<file path="src/rtl/core_pkg.sv">
// core_pkg: shared constants and types for the instruction-fetch stage.
package core_pkg;
   localparam logic [31:0] NOP_INSTR_DEF  = 32'h0000_0013;
   localparam logic [31:0] RESET_PC_DEF   = 32'h0000_0000;
   localparam int unsigned IMEM_DEPTH_DEF = 1024;

   typedef enum logic {RUN, FAULT} fetch_state_t;

   typedef struct packed {
      logic [31:0] pc;
      logic [31:0] instr;
      logic        valid;
   } if_id_t;

   // True when a byte address is misaligned or beyond the instruction memory.
   function automatic logic bad_pc(input logic [31:0] pc, input int unsigned depth);
      return (pc[1:0] != 2'b00) || ({2'b00, pc[31:2]} >= depth);
   endfunction
endpackage

</file>
<file path="src/rtl/pc_gen.sv">
// pc_gen: next-PC selection (reset / redirect / hold / +4) with range and alignment check.
module pc_gen import core_pkg::*; #(
   parameter logic [31:0] RESET_PC   = RESET_PC_DEF,
   parameter int unsigned IMEM_DEPTH = IMEM_DEPTH_DEF
) (
   input  logic        rst_i,
   input  logic        redirect_valid_i,
   input  logic [31:0] redirect_pc_i,
   input  logic        hold_i,
   input  logic [31:0] pc_i,
   output logic [31:0] next_pc_o,
   output logic        fault_o
);
   logic [31:0] seq_pc;

   always_comb begin
      seq_pc    = pc_i + 32'd4;
      next_pc_o = rst_i ? RESET_PC : redirect_valid_i ? redirect_pc_i : hold_i ? pc_i : seq_pc;
      // Only a redirect target or a sequential advance can raise a fault.
      fault_o   = ~rst_i & (redirect_valid_i ? bad_pc(redirect_pc_i, IMEM_DEPTH)
                                             : ~hold_i & bad_pc(seq_pc, IMEM_DEPTH));
   end
endmodule

</file>
<file path="src/rtl/fetch_unit.sv">
// fetch_unit: instruction-fetch stage owning the PC, the IF/ID register and the fetch counter.
module fetch_unit import core_pkg::*; #(
   parameter logic [31:0] RESET_PC   = RESET_PC_DEF,
   parameter int unsigned IMEM_DEPTH = IMEM_DEPTH_DEF,
   parameter logic [31:0] NOP_INSTR  = NOP_INSTR_DEF
) (
   input  logic        clk,
   input  logic        rst,
   input  logic        stall_i,
   input  logic        redirect_valid_i,
   input  logic [31:0] redirect_pc_i,
   output logic [31:0] imem_addr_o,
   output logic        imem_rd_en_o,
   input  logic [31:0] imem_instr_i,
   output logic [31:0] if_id_pc_o,
   output logic [31:0] if_id_instr_o,
   output logic        if_id_valid_o,
   output logic        fetch_fault_o,
   output logic [31:0] fetch_count_o
);
   fetch_state_t state_q, state_d;
   if_id_t       if_id_q, if_id_d;
   logic [31:0]  pc_q, pc_d, count_q, count_d;
   logic         fault_q, fault_d, fault_next, advance;

   pc_gen #(.RESET_PC(RESET_PC), .IMEM_DEPTH(IMEM_DEPTH)) u_pc_gen (
      .rst_i           (rst),
      .redirect_valid_i(redirect_valid_i),
      .redirect_pc_i   (redirect_pc_i),
      .hold_i          (state_q == FAULT || stall_i),
      .pc_i            (pc_q),
      .next_pc_o       (pc_d),
      .fault_o         (fault_next)
   );

   always_ff @(posedge clk) begin
      if (rst) state_q <= RUN;
      else     state_q <= state_d;
   end

   always_comb begin
      state_d = fault_next ? FAULT : redirect_valid_i ? RUN : state_q;
   end

   always_comb begin
      imem_rd_en_o = (state_q == RUN) & ~stall_i & ~rst;
      advance      = imem_rd_en_o & ~redirect_valid_i;
   end

   // A flush or a faulted stage presents a NOP, keeping the last PC for visibility.
   always_comb begin
      if_id_d = (redirect_valid_i || state_q == FAULT) ? {if_id_q.pc, NOP_INSTR, 1'b0}
              : advance ? {pc_q, imem_instr_i, 1'b1} : if_id_q;
      fault_d = fault_q | fault_next;
      count_d = count_q + {31'b0, advance};
   end

   always_ff @(posedge clk) begin
      if (rst) begin
         pc_q    <= RESET_PC;
         if_id_q <= {RESET_PC, NOP_INSTR, 1'b0};
         fault_q <= 1'b0;
         count_q <= '0;
      end else begin
         pc_q    <= pc_d;
         if_id_q <= if_id_d;
         fault_q <= fault_d;
         count_q <= count_d;
      end
   end

   assign imem_addr_o   = {2'b00, pc_q[31:2]};
   assign if_id_pc_o    = if_id_q.pc;
   assign if_id_instr_o = if_id_q.instr;
   assign if_id_valid_o = if_id_q.valid;
   assign fetch_fault_o = fault_q;
   assign fetch_count_o = count_q;
endmodule

</file>
<file path="config.mk">
export PLATFORM = sky130hd
export DESIGN_NAME = fetch_unit
export DESIGN_NICKNAME = d
export VERILOG_FILES = /design/src/rtl/core_pkg.sv /design/src/rtl/pc_gen.sv /design/src/rtl/fetch_unit.sv
export SDC_FILE = /design/constraint.sdc
export NUM_CORES = 1
export LEC_CHECK = 0
export ABC_AREA = 1
export CAP_MARGIN = 25
export CORE_MARGIN = 2
export CORE_UTILIZATION = 47
export CTS_CLUSTER_DIAMETER = 80
export DETAILED_ROUTE_END_ITERATION = 12
export PLACE_DENSITY = 0.84
export SLEW_MARGIN = 20
export SYNTH_ARGS = -nofsm -noshare
export SYNTH_HDL_FRONTEND = slang
export SYNTH_SLANG_ARGS = --single-unit
</file>
<file path="constraint.sdc">
create_clock -name clk -period 5.85 [get_ports clk]
set_input_delay 1.17 -clock clk [delete_from_list [all_inputs] [get_ports clk]]
set_output_delay 1.17 -clock clk [all_outputs]
set_load 0.01 [all_outputs]
</file>
==> run_results.csv, run 1 <==
group,metric,value,unit
critical_path,crit_path_end,"imem_rd_en_o",
sta,min_period,3.88,ns
clock_network,clockBufferDepth,2,
global_route,use_met2,41.5,%
final_layout,drive_gt1_share,6.82,%
power,vdd_drop_max,0.208,mV
critical_path,rr_endpoint,"fetch_count_o[28]",
final_layout,n_antenna_cell,0,
critical_path,critPathLaunch,"stall_i",
synth,synth_edf_count,0,
drt,drt_pass1_iterations,5,
clock_network,cts_resized,0,
synth,ys_top_cells_by_area,"dfxtp_1, nand2_1, nor2_1, a21oi_1, inv_1",
status,status,"complete, no violations",
power,pwr-share-seq,43.1,%
clock_network,cts_tree,"yes",
flow_run,max-cap-violations,0,
sta,max_slew_margin,40.2,%
global_route,overflow,0,
clock_network,numCtsBuffers,17,
synth,yosysTopAreaCell,"dfxtp_1",
synth,ys.flop_type,"dfxtp_1",
critical_path,worst_ep_arrival_time,2.71,ns
die,core,13200,sq um
final_layout,syn_to_final_growth,37.7,%
clock_network,clkSlewWorstSetupHoldPaths,0.05,ns
critical_path,reg2reg_setup_slack,3.10,ns
die,die_w,121,um
power,internal-power,0.00167,W
sta,rsz0062_at_grt,"false",
synth,synth_commonest_cells,"nand2_1, dfxtp_1, nor2_1",
final_layout,postLayoutCoreUtil,66.4,%
critical_path,r2r-start,"state_q",
clock_network,htree_levels,4,
global_route,grt_max_degree,46,
drt,postRouteAntennaNets,0,
synth,synth_top_area_share,41.1,%
synth,ys_ff_latch,131,
synth,netlist_area,6390,sq um
sta,worst_pin_slew,0.896,ns
clock_network,hold_buffers,0,
sta,skew,0.00876,ns
die,core.rowCount,42,
clock_network,clock-root-buffer,"clkbuf_16",
min_path,hold_path_class,"reg2reg",
synth,ys_seq_area_share,41.1,%
global_route,grt_pass1_wl,30.4,mm
critical_path,cp-start-kind,"input port",
critical_path,required,4.68,ns
synth,ys_async_sr_fraction,0,%
synth,postSynthAreaPerCell,7.09,sq um
die,start_util,48.2,%
final_layout,nets,1129,
power,p_sw_share,25.1,%
sta,clock.fmax,0.258,GHz
clock_network,cts_num_sinks,131,
drt,dr_total_vias,6559,
drt,drcViolationCount,0,
sta,hold_violations,0,
synth,synthCells,901,
global_route,antenna_found_initial,0,
synth,yosysWarnings,0,
clock_network,clock_latency,0.42,ns
place,place.gp.congestion,0.983,
die,die_h,121,um
critical_path,cp_max_fo,30,
critical_path,crit_path_end_kind,"primary output",
sta,finalCritPeriodShare,66.4,%
drt,drtIter0Drc,505,
power,powerDensity,254,nW/um^2
place,portBuffers,196,
sta,setup_viol,0,
synth,yosysUniqueCellTypes,40,
power,pwr-share-comb,12.1,%
sta,setup_tns,0,ns
clock_network,cts_setup_buffers,0,
sta,slew_violations,0,
global_route,met3_usage,10.0,%
drt,routed_via_density,5.26,
global_route,grt_pass1_vias,6064,
place,hpwl,14.2,mm
critical_path,path_class,"in2out",
drt,finalWirelength,19.3,mm
power,switchingPower,0.000561,W
die,pin_count,199,
global_route,top_usage_layer,"met2",
critical_path,rr_worst_depth,20,
power,power.leakage,3.24,nW
global_route,grtUsageTotal,26.6,%
drt,post_drt_wl_per_cell,15.5,um
global_route,met1_usage,32.7,%
synth,synth_most_common_cell,"nand2_1",
power,clkPwrFrac,44.9,%
die,fp.dieArea,14500,sq um
[power by group through the flow]
stage	Sequential (W)	Clock, W	Combinational (W)
3_3_place_gp	0.000981	0	0.000264
3_5_place_dp	0.000981	0	0.000267
4_1_cts	0.000962	0.00101	0.000269
5_1_grt	0.000967	0.00106	0.000293
6_report	0.000963	0.00100	0.000269
2_1_floorplan	0.000980	0	0.000132
[per-stage QoR]
step	total power [W]	setup WS [ns]	cell area, sq um	hold WS, ns	instances
floorplan	0.00111	2.20	6390	0.439	902
global placement	0.00124	1.64	8240	0.441	1214
detailed placement	0.00125	1.53	8240	0.446	1214
CTS	0.00224	1.96	8790	0.453	1246
global route	0.00232	1.60	8790	0.469	1246
finish	0.00223	1.97	8790	0.452	1246
[worst max-delay path, stage by stage]
cell and delay (ns):
clkdlybuf4s50_1 0.39, buf_4 0.23, nor2_1 0.15, inv_1 0.10
nor2_1 0.10, clkdlybuf4s50_1 0.57
[logic make-up after synthesis]
kind of cell,count (synthesis),share of synthesized area (%)
other,1,0.0587
AND/OR/NAND/NOR,425,30.1
XOR/XNOR,10,1.37
AO/OA/AOI/OAI,174,15.4
buffers and inverters,156,11.2
adder cells (fa/ha/maj),4,0.784
flip-flops,131,41.1
[state kept, by name (all words and copies together), names as in the netlist]
name,flops
fetch_fault_o,1
if_id_instr_o,32
pc_q,32
state_q,1
fetch_count_o,32
if_id_valid_o,1
if_id_pc_o,32
[per-layer routing]
| layer | vias to the layer above | routed length, um |
|---|---|---|
| met2 | 322 | 8560 |
| met1 | 2952 | 7970 |
| met5 | - | 0 |
| li1 | 3240 | - |
| met3 | 45 | 2170 |
| met4 | 0 | 637 |
[final cells by class]
type	instances	area (sq um)
fillers	1160	4450
multi-input cells	615	3050
inverters	89	334
flip-flops and latches	131	2620
clock inverters	9	80.1
repair buffers	203	2010
clock buffers	23	478
well taps	176	220
[placed cells by master (no fill, tap or decap), types with 4 or more instances in the layout]
master	Yosys	routed
nand2_1	202	202
o21ai_0	64	64
clkdlybuf4s50_1	0	195
a32oi_1	19	19
nand2_2	5	5
xor2_1	7	7
nor2_2	8	8
nand3_1	27	27
a31oi_1	7	7
dfxtp_1	131	131
clkbuf_16	0	17
nor2_4	10	10
nor3_1	29	29
clkinv_2	0	4
ha_1	4	4
nor4_1	9	9
clkinvlp_4	0	4
nor2_1	110	110
o21a_1	5	5
buf_4	34	7
nand4_1	8	8
a21oi_1	73	73
inv_1	86	86
[how the worst min path moves through the flow]
stage / from / endpoint / cells after the start
global route: if_id_instr_o[12] / if_id_instr_o[12] / 2
CTS: if_id_instr_o[20] / if_id_instr_o[20] / 2
detailed placement: if_id_instr_o[20] / if_id_instr_o[20] / 2
floorplan: pc_q[0] / pc_q[0] / 2
global placement: if_id_instr_o[20] / if_id_instr_o[20] / 2
finish: if_id_instr_o[21] / if_id_instr_o[21] / 2
Power figures use the tool's default switching activity.
==> inputs of run 2 (changes only) <==
- clock period: 5.85 -> 4 ns (I/O delays scaled with it)
==> run_results.csv, run 2 (synthesis results as in run 1) <==
group,metric,value,unit
sta,finalCritPeriodShare,80.4,%
die,core.rowCount,42,
die,die_h,121,um
critical_path,crit_path_end_kind,"flop",
sta,clock.fmax,0.311,GHz
critical_path,critPathSlowestCell,"clkdlybuf4s50_1",
critical_path,path_common_cell,"nor2_4",
die,core,13200,sq um
place,hpwl,14.0,mm
drt,routed_via_density,5.30,
clock_network,clockBufferDepth,2,
global_route,grt_pass1_wl,31.0,mm
power,finalPower,0.00348,W
min_path,hold_path_class,"reg2reg",
clock_network,clock_latency,0.42,ns
clock_network,htree_levels,4,
place,portBuffers,196,
die,start_util,48.2,%
sta,max_slew_margin,36.9,%
clock_network,numCtsBuffers,17,
global_route,grt_max_degree,47,
die,die_w,121,um
sta,skew,0.00849,ns
drt,drt_pass1_iterations,5,
global_route,overflow,0,
final_layout,nets,1131,
sta,slew_violations,0,
power,power.leakage,3.30,nW
clock_network,hold_buffers,0,
sta,worst_pin_slew,0.945,ns
clock_network,cts_resized,0,
drt,drtIter0Drc,467,
critical_path,required,4.29,ns
sta,min_period,3.21,ns
critical_path,cp_max_fo,8,
critical_path,max_stage_delay,0.45,ns
drt,postRouteAntennaNets,0,
sta,rsz0062_at_grt,"false",
clock_network,cts_num_sinks,131,
final_layout,syn_to_final_growth,39.1,%
critical_path,path_class,"in2reg",
sta,setup_tns,0,ns
power,vdd_drop_max,0.231,mV
critical_path,worst_ep_arrival_time,3.50,ns
clock_network,clkSlewWorstSetupHoldPaths,0.06,ns
status,status,"complete, no violations",
clock_network,cts_tree,"yes",
drt,drcViolationCount,0,
global_route,antenna_found_initial,0,
global_route,grtUsageTotal,27.1,%
sta,hold_violations,0,
global_route,grt_pass1_vias,6155,
critical_path,crit_buf_inv,4,
die,fp.dieArea,14500,sq um
final_layout,n_antenna_cell,0,
sta,whs,0.451,ns
power,powerDensity,392,nW/um^2
critical_path,cp-start-kind,"input port",
place,place.gp.congestion,0.964,
final_layout,drive_gt1_share,6.91,%
sta,setup_viol,0,
critical_path,cp_top_family,"simple AND/OR/NAND/NOR gates",
drt,dr_total_vias,6606,
final_layout,final_common_cell,"nand2_1",
clock_network,cts_setup_buffers,0,
final_layout,layout_common_cells,"nand2_1, clkdlybuf4s50_1, dfxtp_1",
clock_network,clock-root-buffer,"clkbuf_16",
flow_run,max-cap-violations,0,
final_layout,nFillCells,1128,
die,pin_count,199,
drt,post_drt_wl_per_cell,15.4,um
sta,setup_ws,0.786,ns
critical_path,crit_chain,"clkdlybuf4s50_1 -> nor2_1 -> inv_1 -> nor2_4 -> inv_1 -> nor2_2 -> ha_1 -> ha_1 -> nand2_1 -> inv_2 -> nand2_4 -> nor2_4 -> nand3_4 -> nor2_4 -> nand2_2 -> nor2_2 -> nand3_2 -> nor2_4 -> nand3_1 -> nor2_1 -> nor3b_2",
drt,finalWirelength,19.2,mm
place,place_ws,0.319,ns
run 2: changes by cell type in the layout (fill, tap and decap cells not counted):
cell        change
bufinv_16       +4
clkinvlp_4      -3
buf_4           +2
clkbuf_8        -2
clkinv_2        -1
clkinv_4        +1
run 2: final cells by class:
cell class,count,area (sq um),area share [%]
flip-flops and latches,131,2620,29.5
repair buffers,205,2020,22.8
clock inverters,10,181,2.04
inverters,89,334,3.76
multi-input cells,615,3050,34.3
clock buffers,21,450,5.07
well taps,176,220,2.48
run 2: worst paths after layout:
kind / slack (ns) / cells past startpoint / to / start
worst max register to register: 1.29 / 20 / fetch_count_o[28] / state_q
worst min-delay path: 0.45 / 2 / if_id_instr_o[8] / if_id_instr_o[8]
worst max-delay path: 0.79 / 21 / fetch_count_o[28] / stall_i
worst min register to register: 0.45 / 2 / if_id_instr_o[8] / if_id_instr_o[8]
run 2: worst register-to-register path, delay by kind of cell (launching register included):
kind,cells,cell delay (ns)
fa+ha+maj,2,0.35
buf+inv,3,0.31
flops,1,0.33
simple gates,15,1.60
run 2: per-stage QoR:
step	area [sq um]	cells	utilization, %
floorplan	6390	902	-
global placement	8250	1216	62.3
detailed placement	8250	1216	62.3
CTS	8880	1247	67.1
global route	8880	1247	67.1
finish	8880	1247	67.1
run 2: per-layer routing:
layer  share of wire (%)  up-vias  track usage [%]
li1                    -     3232                -
met1                  41     3021             34.2
met2                  45      319             42.4
met3                  11       34             9.62
met4                 2.3        0             10.6
met5                   0        -                0
run 2: where the power goes:
part / internal [W] / switching (W)
Clock: 0.00112 / 0.000563
Sequential: 0.00136 / 0.0000520
Combinational: 0.000195 / 0.000199
Total: 0.00267 / 0.000813
